`src/rtl/dcache_refill_ctrl_pkg.sv`:
```
`default_nettype none
// +--------------------------------------------------------------------------+
// | Module : dcache_refill_ctrl_pkg                                          |
// | Desc   : State encoding and refill geometry for the dcache miss handler  |
// | Rev    : 1.0                                                             |
// +--------------------------------------------------------------------------+
package dcache_refill_ctrl_pkg;

    localparam int unsigned c_dcache_fill_words = 2;
    localparam logic [31:0] c_word1_offset      = 32'((c_dcache_fill_words - 1) * 4);

    typedef enum logic [2:0] {
        ST_IDLE   = 3'd0,
        ST_REQ0   = 3'd1,
        ST_WAIT0  = 3'd2,
        ST_REQ1   = 3'd3,
        ST_WAIT1  = 3'd4,
        ST_FILL   = 3'd5,
        ST_SETTLE = 3'd6
    } state_e;

    // Second word of the line pair; plain 32-bit add so the top word wraps to 0.
    function automatic logic [31:0] word1_addr(input logic [31:0] base);
        return base + c_word1_offset;
    endfunction

endpackage
`default_nettype wire

```
`src/rtl/dcache_refill_ctrl.sv`:
```
`default_nettype none
// +--------------------------------------------------------------------------+
// | Module : dcache_refill_ctrl                                              |
// | Desc   : Load-miss handler: fetches two words over valid/ready, fills     |
// |          the dcache and holds the pipeline until the line is present    |
// | Rev    : 1.0                                                             |
// +--------------------------------------------------------------------------+
module dcache_refill_ctrl
    import dcache_refill_ctrl_pkg::*;
#(
    parameter int CNT_W   = 32,
    parameter int TIMEOUT = 255
) (
    input  logic             clk,
    input  logic             rst,
    input  logic             cpu_r_en,
    input  logic [31:0]      cpu_r_addr,
    input  logic             cache_hit,
    output logic             stall,
    output logic             fill_en,
    output logic [31:0]      fill_addr,
    output logic [31:0]      fill_data0,
    output logic [31:0]      fill_data1,
    output logic             mem_req_valid,
    input  logic             mem_req_ready,
    output logic [31:0]      mem_req_addr,
    input  logic             mem_resp_valid,
    input  logic [31:0]      mem_resp_data,
    output logic [CNT_W-1:0] miss_cnt
);

    localparam int c_to_w = (TIMEOUT > 1) ? $clog2(TIMEOUT) : 1;

    state_e            r_state;
    state_e            w_next_state;
    logic [31:0]       r_base;
    logic [31:0]       r_data0;
    logic [31:0]       r_data1;
    logic [c_to_w-1:0] r_to_cnt;
    logic [CNT_W-1:0]  r_miss_cnt;

    logic              w_miss;
    logic              w_in_wait;
    logic              w_to_expire;
    // The byte offset inside the word never changes which two words are fetched.
    logic [1:0]        w_unused_addr_lo;

    assign w_unused_addr_lo = cpu_r_addr[1:0];
    assign w_miss           = cpu_r_en & ~cache_hit;
    assign w_in_wait        = (r_state == ST_WAIT0) || (r_state == ST_WAIT1);
    assign w_to_expire      = (r_to_cnt == c_to_w'(TIMEOUT - 1));

    assign stall         = (r_state != ST_IDLE) | w_miss;
    assign fill_en       = (r_state == ST_FILL);
    assign mem_req_valid = (r_state == ST_REQ0) || (r_state == ST_REQ1);
    assign mem_req_addr  = (r_state == ST_REQ1) ? word1_addr(r_base) : r_base;
    assign fill_addr     = r_base;
    assign fill_data0    = r_data0;
    assign fill_data1    = r_data1;
    assign miss_cnt      = r_miss_cnt;

    always_ff @(posedge clk) begin
        if (rst) begin
            r_state <= ST_IDLE;
        end else begin
            r_state <= w_next_state;
        end
    end

    always_comb begin
        w_next_state = r_state;
        case (r_state)
            ST_IDLE:   if (w_miss)         w_next_state = ST_REQ0;
            ST_REQ0:   if (mem_req_ready)  w_next_state = ST_WAIT0;
            ST_WAIT0: begin
                if (mem_resp_valid)        w_next_state = ST_REQ1;
                else if (w_to_expire)      w_next_state = ST_REQ0;
            end
            ST_REQ1:   if (mem_req_ready)  w_next_state = ST_WAIT1;
            ST_WAIT1: begin
                if (mem_resp_valid)        w_next_state = ST_FILL;
                else if (w_to_expire)      w_next_state = ST_REQ1;
            end
            ST_FILL:                       w_next_state = ST_SETTLE;
            ST_SETTLE:                     w_next_state = ST_IDLE;
            default:                       w_next_state = ST_IDLE;
        endcase
    end

    always_ff @(posedge clk) begin
        if (rst) begin
            r_base     <= '0;
            r_data0    <= '0;
            r_data1    <= '0;
            r_to_cnt   <= '0;
            r_miss_cnt <= '0;
        end else begin
            if ((r_state == ST_IDLE) && w_miss) begin
                r_base     <= {cpu_r_addr[31:2], 2'b00};
                r_miss_cnt <= r_miss_cnt + CNT_W'(1);
            end
            // A response or an expiry both end the wait, so the next wait starts from zero.
            if (w_in_wait) begin
                if (mem_resp_valid || w_to_expire) begin
                    r_to_cnt <= '0;
                end else begin
                    r_to_cnt <= r_to_cnt + c_to_w'(1);
                end
            end
            if ((r_state == ST_WAIT0) && mem_resp_valid) begin
                r_data0 <= mem_resp_data;
            end
            if ((r_state == ST_WAIT1) && mem_resp_valid) begin
                r_data1 <= mem_resp_data;
            end
        end
    end

endmodule
`default_nettype wire
```
`config.mk`:
```
export PLATFORM = sky130hd
export DESIGN_NAME = dcache_refill_ctrl
export DESIGN_NICKNAME = d
export VERILOG_FILES = /design/src/rtl/dcache_refill_ctrl_pkg.sv /design/src/rtl/dcache_refill_ctrl.sv
export SDC_FILE = /design/constraint.sdc
export NUM_CORES = 1
export LEC_CHECK = 0
export CAP_MARGIN = 40
export CORE_MARGIN = 4
export CORE_UTILIZATION = 35
export CTS_CLUSTER_SIZE = 20
export DETAILED_ROUTE_END_ITERATION = 12
export GPL_ROUTABILITY_DRIVEN = 0
export GPL_TIMING_DRIVEN = 0
export PLACE_DENSITY = 0.64
export RECOVER_POWER = 50
export SKIP_CTS_REPAIR_TIMING = 1
export SLEW_MARGIN = 0
export SYNTH_ARGS = -nofsm -noshare
export SYNTH_HDL_FRONTEND = slang
export SYNTH_SLANG_ARGS = --single-unit
```
`constraint.sdc`:
```
create_clock -name clk -period 4.1 [get_ports clk]
set_input_delay 0.82 -clock clk [delete_from_list [all_inputs] [get_ports clk]]
set_output_delay 0.82 -clock clk [all_outputs]
set_load 0.05 [all_outputs]
```
======== Word level (Yosys, flattened, before mapping) ========
Index checks and enable logic that the tools add are counted.
word-level totals
  register bits after elaboration ......... 137
  output and inout port bits .............. 163
  word-level logic and storage cells ...... 42
cells by class
  bitwise gates (word level) .............. 3
  add/subtract/negate cells ............... 3
  reductions and logical operators ........ 9
  eq/ne operators ......................... 11
  multiplexer cells ....................... 10
operator list
  cell                   count
  $add 32x1->32 const B  1
  $add 32x3->32 const B  1
  $mux 32                1
  $mux 3                 7
  $pmux 3 s6             1
  $add 8x1->8 const B    1
  $eq 8x8->1 const B     1
  $mux 8                 1
  $eq 3x2->1 const B     2
  $eq 3x3->1 const B     2
  $ne 2x2->1 const B     3
  $ne 3x3->1 const B     2
  $reduce_and 5->1       1
  $eq 3x1->1 const B     1
  $logic_and 1x1->1      3
  $logic_not 3->1        1
  $logic_or 1x1->1       3
  $reduce_bool 3->1      1
  $and 1x1->1            1
  $not 1->1              1
  $or 1x1->1             1

======== Longest topological paths before layout ========
Gate-level depths: netlist of the first run.
  word-level depth ........................ 4
  depth in mapped cells ................... 7
  gate-level depth less buffers ........... 6

======== Least setup slack after synthesis of the first run ========
Ideal clock, no wire load.
  kind .................................... register -> output
  start ................................... register r_base[4] (netlist: fill_addr[4])
  end ..................................... output port mem_req_addr[31]
  arrival time ............................ 2491 ps
  setup slack ............................. 789 ps
  stages on the path, launching flop included .. 7
  required time ........................... 3280 ps
  cells stage by stage .................... dfxtp_1 > and3_1 > clkbuf_1 > and3_1 > clkbuf_1 > nor4bb_1 > xor2_1
between the ends
  word-level cells in the longest chain between the ends .. 2
ends and longest elaborated chain
  item                    line                          text
  from (decl)             dcache_refill_ctrl.sv:36      logic [31:0] r_base;
  from (signal assigned)  dcache_refill_ctrl.sv:99      r_base <= {cpu_r_addr[31:2], 2'b00};
  $add 32x3->32           dcache_refill_ctrl_pkg.sv:24  return base + c_word1_offset;
  $mux 32                 dcache_refill_ctrl.sv:56      assign mem_req_addr = (r_state == ST_REQ1) ? word1_addr(r_base) : r_base;
  to (decl)               dcache_refill_ctrl.sv:26      output logic [31:0] mem_req_addr,
Every way passes these cells.

======== Worst setup path in the final report of the first run ========
Ends and elaborated chain as after synthesis.

==> flow_summary_export.csv, run 1 <==
group,metric,value,unit
run_status,status,"finished clean",
sta,fin_worst_skew,8.213,ps
global_route,grt_start_max_net_pins,17,
floorplanning,row_count,47,
yosys,synth_area,6058,um2
worst_setup_path,cp_slowest_cell,"clkdlybuf4s50_1",
clock_tree,cts-root-buf,"clkbuf_16",
sta,setup_slack,228.8,ps
sta,drv_slew,0,
worst_setup_path,critPathKind,"reg -> out",
worst_hold_path,hp-class,"reg -> reg",
routing,vias,6258,
global_route,gr-total-overflow,0,
placed_design,post-dp-hpwl,14.83,mm
clock_tree,clkSinkCount,137,
global_route,grt_pass1_vias,6020,
routing,viasPerCell,4.998,
placed_design,portBuffers,226,
finish,n_fill_cell,1631,
routing,drt_iter0_markers,267,
finish,nets,1093,
finish,area_growth,51.86,%
power,p_leak,3.473,nW
yosys,ys_seq_area_share,45.27,%
worst_setup_path,crit_required,3280,ps
floorplanning,core,16760,um2
yosys,ys_top_cells_by_count,"nand2_1, dfxtp_1, a21oi_1, clkbuf_1, xor2_1",
yosys,yosysMostFrequentCell,"nand2_1",
power,power,3.352,mW
sta,max_freq,0.2583,GHz
clock_tree,cts.htree.levels,4,
yosys,ys_seq_elements,137,
clock_tree,clockBufferDepth,2,
clock_tree,clkTransAtPathRegs,60,ps
routing,ant_nets,0,
finish,fin_cells,1252,
yosys,avgSynthCellArea,7.858,um2
sta,tightest_slew,756.5,ps
global_route,antenna_found_initial,0,
floorplanning,dieArea,19480,um2
floorplanning,die_w,139.6,um
yosys,synthCells,771,
yosys,synthDominantCellAreaShare,45.27,%
routing,remaining_drc_errors,0,
clock_tree,insertion_delay,420,ps
sta,period_needed,3871,ps
placed_design,place_ws,435.7,ps
routing,dr.pass1.iters,4,
worst_setup_path,cp-start-kind,"flip-flop",
finish,n_antenna_cell,0,
floorplanning,start_util,36.15,%
yosys,synth_flop_cell,"dfxtp_1",
yosys,synth_top_cell_by_area,"dfxtp_1",
worst_setup_path,end_kind,"output port",
worst_setup_path,crit_chain,"and3_1 > clkbuf_1 > and3_1 > clkbuf_1 > nor4bb_1 > xor2_1 > clkdlybuf4s50_1",
flow_run,cap_violations,0,
worst_setup_path,arrival,3050,ps
sta,setup_viol,0,
yosys,yosysWarnings,0,
yosys,synth-edff-count,0,
placed_design,dpl.cell_count,1220,
sta,finalHoldViolations,0,
routing,wl,19.87,mm
sta,period_share,94.42,%
routing,post_drt_wl_per_cell,15.87,um
floorplanning,dieHeight,139.6,um
sta,slew_headroom,49.04,%
global_route,grt_pass1_wl,31.80,mm
power,power.density,364.3,nW/um2
yosys,synthArstFlopShare,0,%
global_route,track_usage,19.92,%
sta,rsz0062_at_grt,"false",
worst_setup_path,max_stage_delay,840,ps
clock_tree,tritoncts,"done",
yosys,synth.distinct_cells,46,
yosys,synth.area.top_cells,"dfxtp_1, nand2_1, a21oi_1, xor2_1, xnor2_1",
worst_setup_path,cp_max_fo,6,
sta,worst_hold_slack,448.3,ps
power,max-vdd-ir-drop,0.0002787,V
floorplanning,ios,233,
clock_tree,numCtsBuffers,17,
finish,drive_above_1_share,4.360,%
## cells by family after synthesis
group                      share of synthesized area, %
xor gates and xnor gates                          6.506
AOI/OAI and AO/OA                                 13.38
DFF                                               45.27
muxes                                            0.1859
buffers and inverters                             4.668
other                                           0.06190
and+or+nand+nor                                   29.10
adders and majority gates                        0.8261
## cell type report
cell class	instances	area (um2)	area share [%]
Inverter	10	37.54	0.4080
Multi-Input combinational cell	571	3039	33.03
Sequential cell	137	2743	29.81
Timing Repair Buffer	226	2262	24.59
Buffer	56	237.7	2.584
Tap cell	220	275.3	2.992
Clock buffer	21	460.4	5.005
Clock inverter	11	145.1	1.578
## worst paths after layout
kind,start,endpoint,slack [ps],cells after the start
setup reg to reg,miss_cnt[0]$_SDFFE_PP0P_,miss_cnt[30]$_SDFFE_PP0P_,1650,6
hold / removal,fill_data1[16]$_SDFFE_PP0P_,fill_data1[16]$_SDFFE_PP0P_,450,2
setup / recovery,fill_addr[4]$_SDFFE_PP0P_,mem_req_addr[31],230,7
hold reg to reg,fill_data1[16]$_SDFFE_PP0P_,fill_data1[16]$_SDFFE_PP0P_,450,2
## metal layers
layer	share of wire, %	track usage (%)	routed length, um	up-vias
li1	-	-	-	3142
met1	43	24.10	8490	2894
met2	47	32.62	9315	202
met3	9.0	8.199	1794	20
met4	1.4	5.915	273	0
met5	0	0	0	-
## sequential cells by signal (all words and copies together), names as in the netlist
signal,cells
fill_data1,32
fill_data0,32
r_state,3
miss_cnt,32
fill_addr,30
r_to_cnt,8
## layout by cell type (no fill, tap or decap), drive strengths merged, types with 2 or more instances in the layout
cell type | netlist | routed
dfxtp | 137 | 137
inv | 10 | 11
nor2b | 4 | 4
xnor2 | 20 | 20
or2 | 3 | 3
nor4 | 9 | 9
nand3 | 22 | 22
nand3b | 2 | 2
clkbuf | 47 | 71
nor3b | 2 | 2
ha | 4 | 4
bufinv | 0 | 3
nand4 | 18 | 18
clkdlybuf4s50 | 0 | 113
and3 | 11 | 11
and3b | 2 | 2
nor4b | 2 | 2
conb | 1 | 4
nor2 | 22 | 22
buf | 9 | 6
o31ai | 20 | 20
a21oi | 121 | 121
clkinvlp | 0 | 3
clkinv | 0 | 4
and4 | 8 | 8
o21ai | 4 | 4
and2 | 6 | 6
nand2 | 214 | 214
xor2 | 25 | 25
or3 | 3 | 3
nor3 | 12 | 12
dlygate4sd3 | 0 | 113
or4 | 22 | 22
## through the flow
stage          TNS (ps)  area [um2]  util (%)
5_1_grt               0        9200     54.89
6_report              0        9200     54.89
2_1_floorplan         0        6070         -
3_3_place_gp          0        8607     51.36
4_1_cts          -56.18        9213     54.97
3_5_place_dp          0        8607     51.36
## report_power, final
group | internal [mW] | switching (mW) | total [mW]
registers | 1.35 | 0.0277 | 1.38
clock network | 0.988 | 0.591 | 1.58
logic | 0.145 | 0.247 | 0.391
total | 2.49 | 0.866 | 3.35
## worst max-delay path: cells and delay by family (launching register included)
| kind | cells | cell delay [ps] |
|---|---|---|
| buffers and inverters | 3 | 1320 |
| DFF | 1 | 450 |
| xor gates and xnor gates | 1 | 170 |
| and+or+nand+nor | 3 | 700 |
Note: power is estimated with default switching activity, not from simulation.
==> run 2: changes to the inputs <==
- clock period: 4.1 -> 3.6 ns (I/O delays scaled with it)
==> flow_summary_export.csv, run 2 (synthesis results as in run 1) <==
group,metric,value,unit
routing,post_drt_wl_per_cell,15.93,um
worst_hold_path,min_from,"fill_data1[16]$_SDFFE_PP0P_",
floorplanning,ios,233,
routing,remaining_drc_errors,0,
global_route,grt_start_max_net_pins,17,
clock_tree,cts.htree.levels,4,
global_route,gr-total-overflow,0,
worst_setup_path,cp-start-kind,"primary input",
power,p_leak,3.857,nW
worst_setup_path,r2r_start,"miss_cnt[8]$_SDFFE_PP0P_",
clock_tree,insertion_delay,420,ps
routing,dr.pass1.iters,5,
worst_setup_path,path_depth,5,
flow_run,cap_violations,0,
routing,viasPerCell,5.018,
sta,slew_headroom,49.17,%
routing,drt_iter0_markers,300,
power,max-vdd-ir-drop,0.0003195,V
finish,fin_cells,1252,
floorplanning,die_w,139.6,um
power,power.density,412.0,nW/um2
run_status,status,"finished clean",
global_route,grt_pass1_vias,6020,
power,power,3.816,mW
clock_tree,clockBufferDepth,2,
floorplanning,core,16760,um2
floorplanning,row_count,47,
sta,tightest_slew,754.4,ps
worst_setup_path,reg2reg_depth,6,
worst_setup_path,crit_buf_inv,3,
routing,vias,6283,
sta,tns,0,ps
global_route,antenna_found_initial,0,
floorplanning,dieHeight,139.6,um
clock_tree,clkTransAtPathRegs,60,ps
sta,period_share,95.72,%
worst_hold_path,whs_path_depth,2,
global_route,track_usage,19.92,%
sta,period_needed,3446,ps
placed_design,post-dp-hpwl,14.83,mm
routing,wl,19.95,mm
clock_tree,numCtsBuffers,17,
sta,worst_hold_slack,448.4,ps
worst_setup_path,crit_chain,"clkdlybuf4s50_1 > nor2b_1 > clkbuf_1 > nand2b_1 > clkdlybuf4s50_1",
worst_setup_path,cpMostUsedCell,"clkdlybuf4s50_1",
sta,max_freq,0.2902,GHz
worst_setup_path,crit_required,2880,ps
worst_setup_path,max_stage_delay,800,ps
floorplanning,start_util,36.15,%
finish,n_antenna_cell,0,
worst_setup_path,end_kind,"output port",
routing,ant_nets,0,
placed_design,portBuffers,226,
global_route,grt_pass1_wl,31.80,mm
sta,drv_slew,0,
worst_hold_path,hp-class,"reg -> reg",
placed_design,place_ws,35.73,ps
sta,fin_worst_skew,8.256,ps
floorplanning,dieArea,19480,um2
worst_setup_path,r2r-end,"miss_cnt[30]$_SDFFE_PP0P_",
finish,final_common_cell,"nand2_1",
finish,layout_common_cells,"nand2_1, dfxtp_1, a21oi_1",
worst_setup_path,reg2reg_slack,1220,ps
worst_hold_path,hold_path_end,"fill_data1[16]$_SDFFE_PP0P_",
worst_setup_path,cp_top_family,"buffers and inverters",
clock_tree,cts-root-buf,"clkbuf_16",
sta,finalHoldViolations,0,
finish,drive_above_1_share,4.457,%
finish,nets,1093,
worst_setup_path,cp_max_fo,9,
worst_setup_path,critPathKind,"in -> out",
finish,n_fill_cell,1627,
worst_setup_path,cp_slowest_cell,"clkdlybuf4s50_1",
clock_tree,tritoncts,"done",
placed_design,dpl.cell_count,1220,
sta,setup_viol,0,
finish,area_growth,52.89,%
sta,setup_slack,154.2,ps
worst_setup_path,arrival,2730,ps
clock_tree,clkSinkCount,137,
==> run 2: cell type report <==
cell class / count / area [um2] / area share, %
multi-input combinational: 571 / 3039 / 32.81
sequential: 137 / 2743 / 29.61
timing repair buffer: 226 / 2317 / 25.02
clock buffer: 21 / 460.4 / 4.971
tap: 220 / 275.3 / 2.972
buffer: 56 / 245.2 / 2.648
clock inverter: 11 / 145.1 / 1.567
inverter: 10 / 37.54 / 0.4052
==> run 2: power by group <==
part	internal (mW)	total, mW	switching, mW
Combinational	0.164	0.445	0.281
Sequential	1.54	1.57	0.0320
Clock	1.13	1.80	0.673
==> run 2: per-layer routing <==
| layer | global-route usage, % | routed length [um] | share of wire, % |
|---|---|---|---|
| met5 | 0 | 0 | 0 |
| met4 | 5.915 | 284 | 1.4 |
| met3 | 8.199 | 1831 | 9.2 |
| met2 | 32.62 | 9311 | 47 |
| met1 | 24.10 | 8518 | 43 |
==> run 2: worst min-delay path: cells and delay by family, from the launching register on <==
family	cells	cell delay (ps)
compound gates	1	50
flops	1	300
simple gates	1	50
==> run 2: how the worst max path moves through the flow <==
stage / startpoint / to / slack (ps)
after floorplan: fill_addr[4]$_SDFFE_PP0P_ / mem_req_addr[31] / 390
after global placement: r_state[2]$_SDFFE_PP0P_ / mem_req_addr[26] / 60
after detailed placement: r_state[0]$_SDFFE_PP0P_ / mem_req_addr[29] / 40
after CTS: r_state[1]$_SDFFE_PP0P_ / mem_req_addr[29] / -450
after global routing: fill_addr[4]$_SDFFE_PP0P_ / mem_req_addr[31] / -2
final: cpu_r_en / stall / 150
==> run 2: through the flow <==
stage                     util (%)  cell area, um2
after floorplan                  -            6070
after global placement       51.36            8607
after detailed placement     51.36            8607
after CTS                    54.97            9213
after global routing         55.27            9263
final                        55.27            9263
